### src/rtl/pipeline_skid_stage.sv
// pipeline_skid_stage
//   Elastic pipeline stage with a two-entry skid buffer. The payload moves
//   forward with valid, and ready is applied backward. in_ready is registered,
//   so there is no combinational path from out_ready to in_ready, and a word
//   can still pass on every edge.
//   All state updates on the falling edge of clk. reset is synchronous and
//   active-low. flush discards held data synchronously.
//   Optional feature: define PIPE_STAGE_STATS_EN to build the saturating
//   downstream-stall counter. Without it, stall_count is driven to 0.
module pipeline_skid_stage #(
    parameter int N     = 32,
    parameter int CNT_W = 16
) (
    input  logic             clk,
    input  logic             reset,
    input  logic             flush,
    input  logic             in_valid,
    output logic             in_ready,
    input  logic [N-1:0]     in_data,
    output logic             out_valid,
    input  logic             out_ready,
    output logic [N-1:0]     out_data,
    output logic [CNT_W-1:0] stall_count
);

    typedef enum logic [1:0] {
        ST_EMPTY = 2'd0,
        ST_BUSY  = 2'd1,
        ST_FULL  = 2'd2
    } state_t;

    state_t         state_r;
    state_t         state_next_s;
    logic [N-1:0]   main_r;
    logic [N-1:0]   main_next_s;
    logic [N-1:0]   skid_r;
    logic [N-1:0]   skid_next_s;
    logic           in_ready_r;
    logic           in_ready_next_s;
    logic           out_valid_r;
    logic           out_valid_next_s;
    logic           in_xfer_s;
    logic           out_xfer_s;

    assign in_xfer_s  = in_valid & in_ready_r;
    assign out_xfer_s = out_valid_r & out_ready;

    // State, payload registers and registered handshake outputs
    always_ff @(negedge clk) begin
        if (!reset) begin
            state_r     <= ST_EMPTY;
            main_r      <= {N{1'b0}};
            skid_r      <= {N{1'b0}};
            in_ready_r  <= 1'b0;
            out_valid_r <= 1'b0;
        end else begin
            state_r     <= state_next_s;
            main_r      <= main_next_s;
            skid_r      <= skid_next_s;
            in_ready_r  <= in_ready_next_s;
            out_valid_r <= out_valid_next_s;
        end
    end

    // Next state and payload movement; flush empties everything and
    // drops any input transfer happening on the same edge
    always_comb begin
        state_next_s = state_r;
        main_next_s  = main_r;
        skid_next_s  = skid_r;
        if (flush) begin
            state_next_s = ST_EMPTY;
            main_next_s  = {N{1'b0}};
            skid_next_s  = {N{1'b0}};
        end else begin
            case (state_r)
                ST_EMPTY: begin
                    if (in_xfer_s) begin
                        state_next_s = ST_BUSY;
                        main_next_s  = in_data;
                    end else begin
                        state_next_s = ST_EMPTY;
                    end
                end
                ST_BUSY: begin
                    if (in_xfer_s && out_ready) begin
                        state_next_s = ST_BUSY;
                        main_next_s  = in_data;
                    end else if (in_xfer_s) begin
                        // downstream stalled: park the new word in the skid slot
                        state_next_s = ST_FULL;
                        skid_next_s  = in_data;
                    end else if (out_ready) begin
                        // main keeps its last value so out_data does not glitch
                        state_next_s = ST_EMPTY;
                    end else begin
                        state_next_s = ST_BUSY;
                    end
                end
                ST_FULL: begin
                    if (out_ready) begin
                        state_next_s = ST_BUSY;
                        main_next_s  = skid_r;
                    end else begin
                        state_next_s = ST_FULL;
                    end
                end
                default: begin
                    state_next_s = ST_EMPTY;
                    main_next_s  = {N{1'b0}};
                    skid_next_s  = {N{1'b0}};
                end
            endcase
        end
    end

    // Values of the registered handshake outputs for the coming edge
    always_comb begin
        in_ready_next_s  = 1'b0;
        out_valid_next_s = 1'b0;
        if (state_next_s != ST_FULL && !flush) begin
            in_ready_next_s = 1'b1;
        end else begin
            in_ready_next_s = 1'b0;
        end
        if (state_next_s != ST_EMPTY) begin
            out_valid_next_s = 1'b1;
        end else begin
            out_valid_next_s = 1'b0;
        end
    end

    assign in_ready  = in_ready_r;
    assign out_valid = out_valid_r;
    assign out_data  = main_r;

`ifdef PIPE_STAGE_STATS_EN
    localparam logic [CNT_W-1:0] CNT_MAX = {CNT_W{1'b1}};
    localparam logic [CNT_W-1:0] CNT_ONE = {{(CNT_W-1){1'b0}}, 1'b1};

    logic [CNT_W-1:0] stall_count_r;

    // Saturating count of edges where a valid word was held back by downstream
    always_ff @(negedge clk) begin
        if (!reset) begin
            stall_count_r <= {CNT_W{1'b0}};
        end else if (out_valid_r && !out_ready && stall_count_r != CNT_MAX) begin
            stall_count_r <= stall_count_r + CNT_ONE;
        end else begin
            stall_count_r <= stall_count_r;
        end
    end

    assign stall_count = stall_count_r;
`else
    assign stall_count = {CNT_W{1'b0}};
`endif

endmodule
### config.mk
export PLATFORM = sky130hd
export DESIGN_NAME = pipeline_skid_stage
export DESIGN_NICKNAME = d
export VERILOG_FILES = /design/src/rtl/pipeline_skid_stage.sv
export SDC_FILE = /design/constraint.sdc
export NUM_CORES = 1
export LEC_CHECK = 0
export CAP_MARGIN = 10
export CELL_PAD_IN_SITES_DETAIL_PLACEMENT = 1
export CELL_PAD_IN_SITES_GLOBAL_PLACEMENT = 1
export CORE_MARGIN = 2
export CORE_UTILIZATION = 35
export DETAILED_ROUTE_END_ITERATION = 8
export PLACE_DENSITY_LB_ADDON = 0.25
export SYNTH_ARGS = -nofsm -noshare
export SYNTH_HDL_FRONTEND = slang
export SYNTH_SLANG_ARGS = --single-unit
### constraint.sdc
create_clock -name clk -period 3.35 [get_ports clk]
set_clock_uncertainty 0.15 [all_clocks]
set_input_delay 0.5025 -clock clk [delete_from_list [all_inputs] [get_ports clk]]
set_output_delay 0.5025 -clock clk [all_outputs]
set_load 0.1 [all_outputs]
==> results of run 1 <==
state kept, by name, summed over array words and instances (netlist names):
signal	flops
state_r	2
skid_r	32
in_ready	1
out_valid	1
out_data	32
timing repair:
item	CTS	global route
gates resized for setup	17	12
pin swaps	4	1
buffers inserted	6	0
setup endpoints to repair	67	13
gates cloned	3	0
cell type report:
class / instances / area [um2]
well taps: 105 / 131
repair buffers: 98 / 1330
inverters: 35 / 131
flip-flops and latches: 68 / 1380
clock inverters: 75 / 338
multi-input cells: 200 / 1330
clock buffers: 9 / 124
fillers: 938 / 3490
kinds of logic after synthesis:
logic type      after synthesis
flops                        68
other cells                   1
mux                           2
simple gates                 77
compound gates              104
buf+inv                      83
cells in the final DEF, fill, tap and decap left out, drive strengths merged:
cell type      instances
nor2                  67
o32a                   2
a21o                   1
a21oi                  2
clkbuf                 9
buf                   62
nand2                  1
dfxtp                 68
clkinv                 2
inv                  107
nor3                   1
a22oi                 30
nor2b                  1
o221a                 32
o21ai                  1
dlygate4sd2            2
and3b                  1
nand4b                 1
mux2                   2
and2                   3
conb                  16
o22ai                 34
a31oi                  1
nand2b                 3
o22a                   1
bufinv                 1
clkdlybuf4s50         34
through the flow:
| step | area (um2) | util, % |
|---|---|---|
| after floorplan | 3050 | - |
| after global placement | 4140 | 50.1 |
| after detailed placement | 4140 | 50.1 |
| after CTS | 4750 | 57.5 |
| after global routing | 4760 | 57.7 |
| final | 4760 | 57.7 |
layer usage:
metal	GRT usage [%]	part of all wire [%]	vias up	wire (um)
met5	0	0	-	0
met4	13.3	2.4	0	250
met3	7.76	5.6	20	594
met2	39.5	51	128	5440
met1	26.8	41	1575	4340
li1	-	-	1460	-
worst register-to-register path, stage by stage, from the launching register on:
cell	delay (ns)
dfxtp_2	0.51
buf_4	0.42
nor3_4	0.10
buf_4	0.15
buf_2	0.15
a22oi_1	0.22
nor2_1	0.08
worst paths after layout:
kind                                        startpoint                      end  slack, ns  cells after the start
worst max register to register   state_r[1]$_SDFF_NN0_  skid_r[25]$_SDFFE_NP0P_       1.45                      6
worst max-delay path                          in_valid  skid_r[25]$_SDFFE_NP0P_       0.04                      8
worst min-delay path            skid_r[1]$_SDFFE_NP0P_   skid_r[1]$_SDFFE_NP0P_       0.34                      2
worst min register to register  skid_r[1]$_SDFFE_NP0P_   skid_r[1]$_SDFFE_NP0P_       0.34                      2
power breakdown:
group	internal, mW	switching [mW]
Clock	0.465	0.613
Combinational	0.122	0.235
Sequential	0.825	0.0142
Total	1.41	0.862
==> out/summary.txt, run 1 <==
pre-CTS setup slack: -0.750 ns
area leader, netlist: dfxtp_1
syn_area_per_cell: 8.95 um2
slowest stage delay, CP: 0.28 ns
max-slew violation count: 0
total congestion overflow: 0
dpl cells: 498
hold crit path type: flip-flop to flip-flop
CP most frequent cell: buf_4
routability cong.: 0.783
sequential fraction of the synthesis area: 45.4%
Worst path top cell family by delay: buffers and inverters
Post-CTS Hold Fix Bufs: 0
DRC viols: 0
Crit path arrival time: 1.76 ns
largest net degree at the start of global routing: 35
worst skew pair latency: 0.41 ns
compound-gate portion of the synthesized area: 29.0%
Yosys top cell area share: 45.4%
CTS max path bufs: 2
crit start category: input pin
outcome: finished clean
initial antenna violation count: 0
worst path bufs/invs: 4
clock sinks: 68
Worst VDD drop: 0.251 mV
WS Path Type: input pin to flip-flop
vias in the first global route: 3512
RSZ-0062 raised after global routing: no
setup TNS: 0 ns
slowest CP cell: dlygate4sd2_1
Final setup viols: 0
adder-cell share of the synthesized area: 0%
total CTS buffers: 9
global-route wire length before repair: 16700 um
ANT cells: 0
Nets: 517
Die Ht: 96.6 um
Pre-antenna DRT Iters: 4
Mapped Cells: 335
site row count: 33
die area: 9320 um2
GRT Total Usage: 23.8%
max_cap viols: 0
CP cell instances: dlygate4sd2_1 -> buf_4 -> nand2_2 -> nor3_4 -> buf_4 -> buf_2 -> a22oi_1 -> nor2_1
Synth Area in XOR/XNOR: 0%
Initial Util: 36.3%
hold_ws: 0.344 ns
Final WS setup: 0.0444 ns
top cells by area, synth: dfxtp_1 (45%), o221a_1 (12%), nor2_1 (8.1%)
Synth-to-Final Area Change: 58.9%
htree depth: 3
proportion of synthesized area in mux cells: 0.751%
Routed WL per cell: 18.0 um
CP endpoint kind: flip-flop
Total Wirelength: 10600 um
non-filler cells, final: 590
Lkg Pwr: 2.16 nW
routed via count: 3183
Post-Synth Simple-Gate Area: 10.9%
Final Hold Viols: 0
total power draw: 2.27 mW
Detailed Route Iter0 Violations: 178
CTS clk-pin slew, worst paths: 0.04 ns
Req. time, crit path: 1.81 ns
clock root cell: clkbuf_8
PwrDens: 477 nW/um2
largest family of logic cells by synthesized area: compound AO/OA/AOI/OAI gates
most common cell in the netlist: dfxtp_1
IO Port Bufs: 70
async set-reset flop share out of synthesis: 0%
warning count from the yosys run: 0
CP max FO: 6
CTS tree: built
#FFs+latches synth: 68
overall die width: 96.6 um
I/O pin cnt: 87
DR vias/cell: 5.39
core area: 8260 um2
post-synthesis cell type count: 30
Post-synth EDFFs: 0
post-DP HPWL: 5760 um
Cell Area, Synth: 3000 um2
share of cells above drive strength 1: 21.6%
most instantiated cells after synthesis: dfxtp_1 (68), nor2_1 (65), inv_1 (35)
ys flop type: dfxtp_1
post-route ant nets: 0
(Power assumes the default switching activity.)
==> run 2: changes to the inputs <==
CTS_CLUSTER_DIAMETER = 80   (was unset)
==> results of run 2 <==
No change in the layout: final DEF, timing and power equal those of run 1.
==> run 3: changes to the inputs <==
CTS_BUF_LIST = sky130_fd_sc_hd__clkbuf_2   (was unset)
==> out/summary.txt, run 3 (synthesis results as in run 1) <==
I/O pin cnt: 87
CTS clk-pin slew, worst paths: 0.08 ns
Reg2Reg Setup Slack: 1.51 ns
Final setup viols: 41
CTS max path bufs: 2
Worst VDD drop: 0.176 mV
DRC viols: 0
M3 GR Usage: 8.38%
CP max FO: 2
worst path bufs/invs: 1
outcome: finished, violations left
most common cell after layout, fill and taps aside: inv_1
die area: 9320 um2
clock root cell: clkbuf_2
hold crit path type: flip-flop to flip-flop
WS Path Type: flip-flop to primary output
initial antenna violation count: 0
Die Ht: 96.6 um
busiest grt layer: met2
Lkg Pwr: 2.11 nW
Req. time, crit path: 2.70 ns
share of cells above drive strength 1: 24.7%
site row count: 33
overall die width: 96.6 um
RSZ-0062 raised after global routing: yes
post-route ant nets: 0
hold_ws: 0.349 ns
total congestion overflow: 0
PwrDens: 443 nW/um2
Post-CTS Hold Fix Bufs: 0
Final Hold Viols: 0
core area: 8260 um2
final instance area: 4650 um2
area used by multi-input combinational logic: 1310 um2
worst skew pair latency: 0.57 ns
GRT Total Usage: 22.6%
Routed WL per cell: 17.4 um
global-route wire length before repair: 15800 um
crit start category: flip-flop
Nets: 513
Initial Util: 36.3%
grt met1 use: 24.3%
post-DP HPWL: 5760 um
Total Wirelength: 10200 um
Final WS setup: -0.0905 ns
met2 Use GR: 38.5%
CP endpoint kind: primary output
Crit path arrival time: 2.79 ns
CTS tree: built
largest net degree at the start of global routing: 35
Pre-antenna DRT Iters: 4
max-slew violation count: 0
non-filler cells, final: 586
vias in the first global route: 3424
pre-CTS setup slack: -0.750 ns
clock sinks: 68
total power draw: 2.06 mW
total CTS buffers: 9
setup TNS: -2.07 ns
FF/Latch Area: 1430 um2
routability cong.: 0.783
failing checks: negative setup slack
htree depth: 3
routed via count: 3125
Worst path top cell family by delay: flip-flops
max_cap viols: 0
# fillers: 940
slowest stage delay, CP: 0.37 ns
commonest cells after routing, fill and taps aside: inv_1 (102), nor2_1 (65), buf_12 (36)
Placement Cell Area: 4140 um2
IO Port Bufs: 70
Detailed Route Iter0 Violations: 105
dpl cells: 498
DR vias/cell: 5.33
CP cell instances: buf_12
ANT cells: 0
final core occ: 56.3%
slowest CP cell: dfxtp_4
Synth-to-Final Area Change: 55.1%
-- run 3: worst min-delay path: stages, from the launching register on --
cell,delay [ns]
dfxtp_1,0.32
a22oi_1,0.07
nor2_1,0.07
-- run 3: what timing repair did --
item | CTS | global route
gates resized for setup | 44 | 8
pin swaps | 1 | 2
hold endpoints to repair | 0 | 0
endpoints found under the setup margin | 67 | 41
buffers inserted | 0 | 3
cloned | 1 | 1
-- run 3: area by class of cell --
cell class	count	share of cell area (%)
multi-input cells	200	28.2
inverters	35	2.83
flip-flops and latches	68	30.8
clock inverters	75	7.27
well taps	105	2.83
clock buffers	9	0.969
repair buffers	94	27.1
-- run 3: layer usage --
layer | routed length, um | vias up
met5 | 0 | -
met4 | 119 | 0
met3 | 517 | 10
met2 | 5340 | 95
met1 | 4220 | 1563
li1 | - | 1457
-- run 3: power breakdown --
part	switching, mW	internal [mW]	total (mW)	leakage (nW)
clock	0.588	0.294	0.883	0.442
sequential	0.0134	0.814	0.827	0.569
combinational	0.231	0.117	0.349	1.10
total	0.833	1.23	2.06	2.11
-- run 3: worst paths after layout --
path,start,end,cells past startpoint
worst max-delay path,out_data[7]$_SDFFE_NP0P_,out_data[7],1
worst min register to register,skid_r[1]$_SDFFE_NP0P_,skid_r[1]$_SDFFE_NP0P_,2
worst max register to register,state_r[1]$_SDFF_NN0_,skid_r[7]$_SDFFE_NP0P_,5
worst min-delay path,skid_r[1]$_SDFFE_NP0P_,skid_r[1]$_SDFFE_NP0P_,2
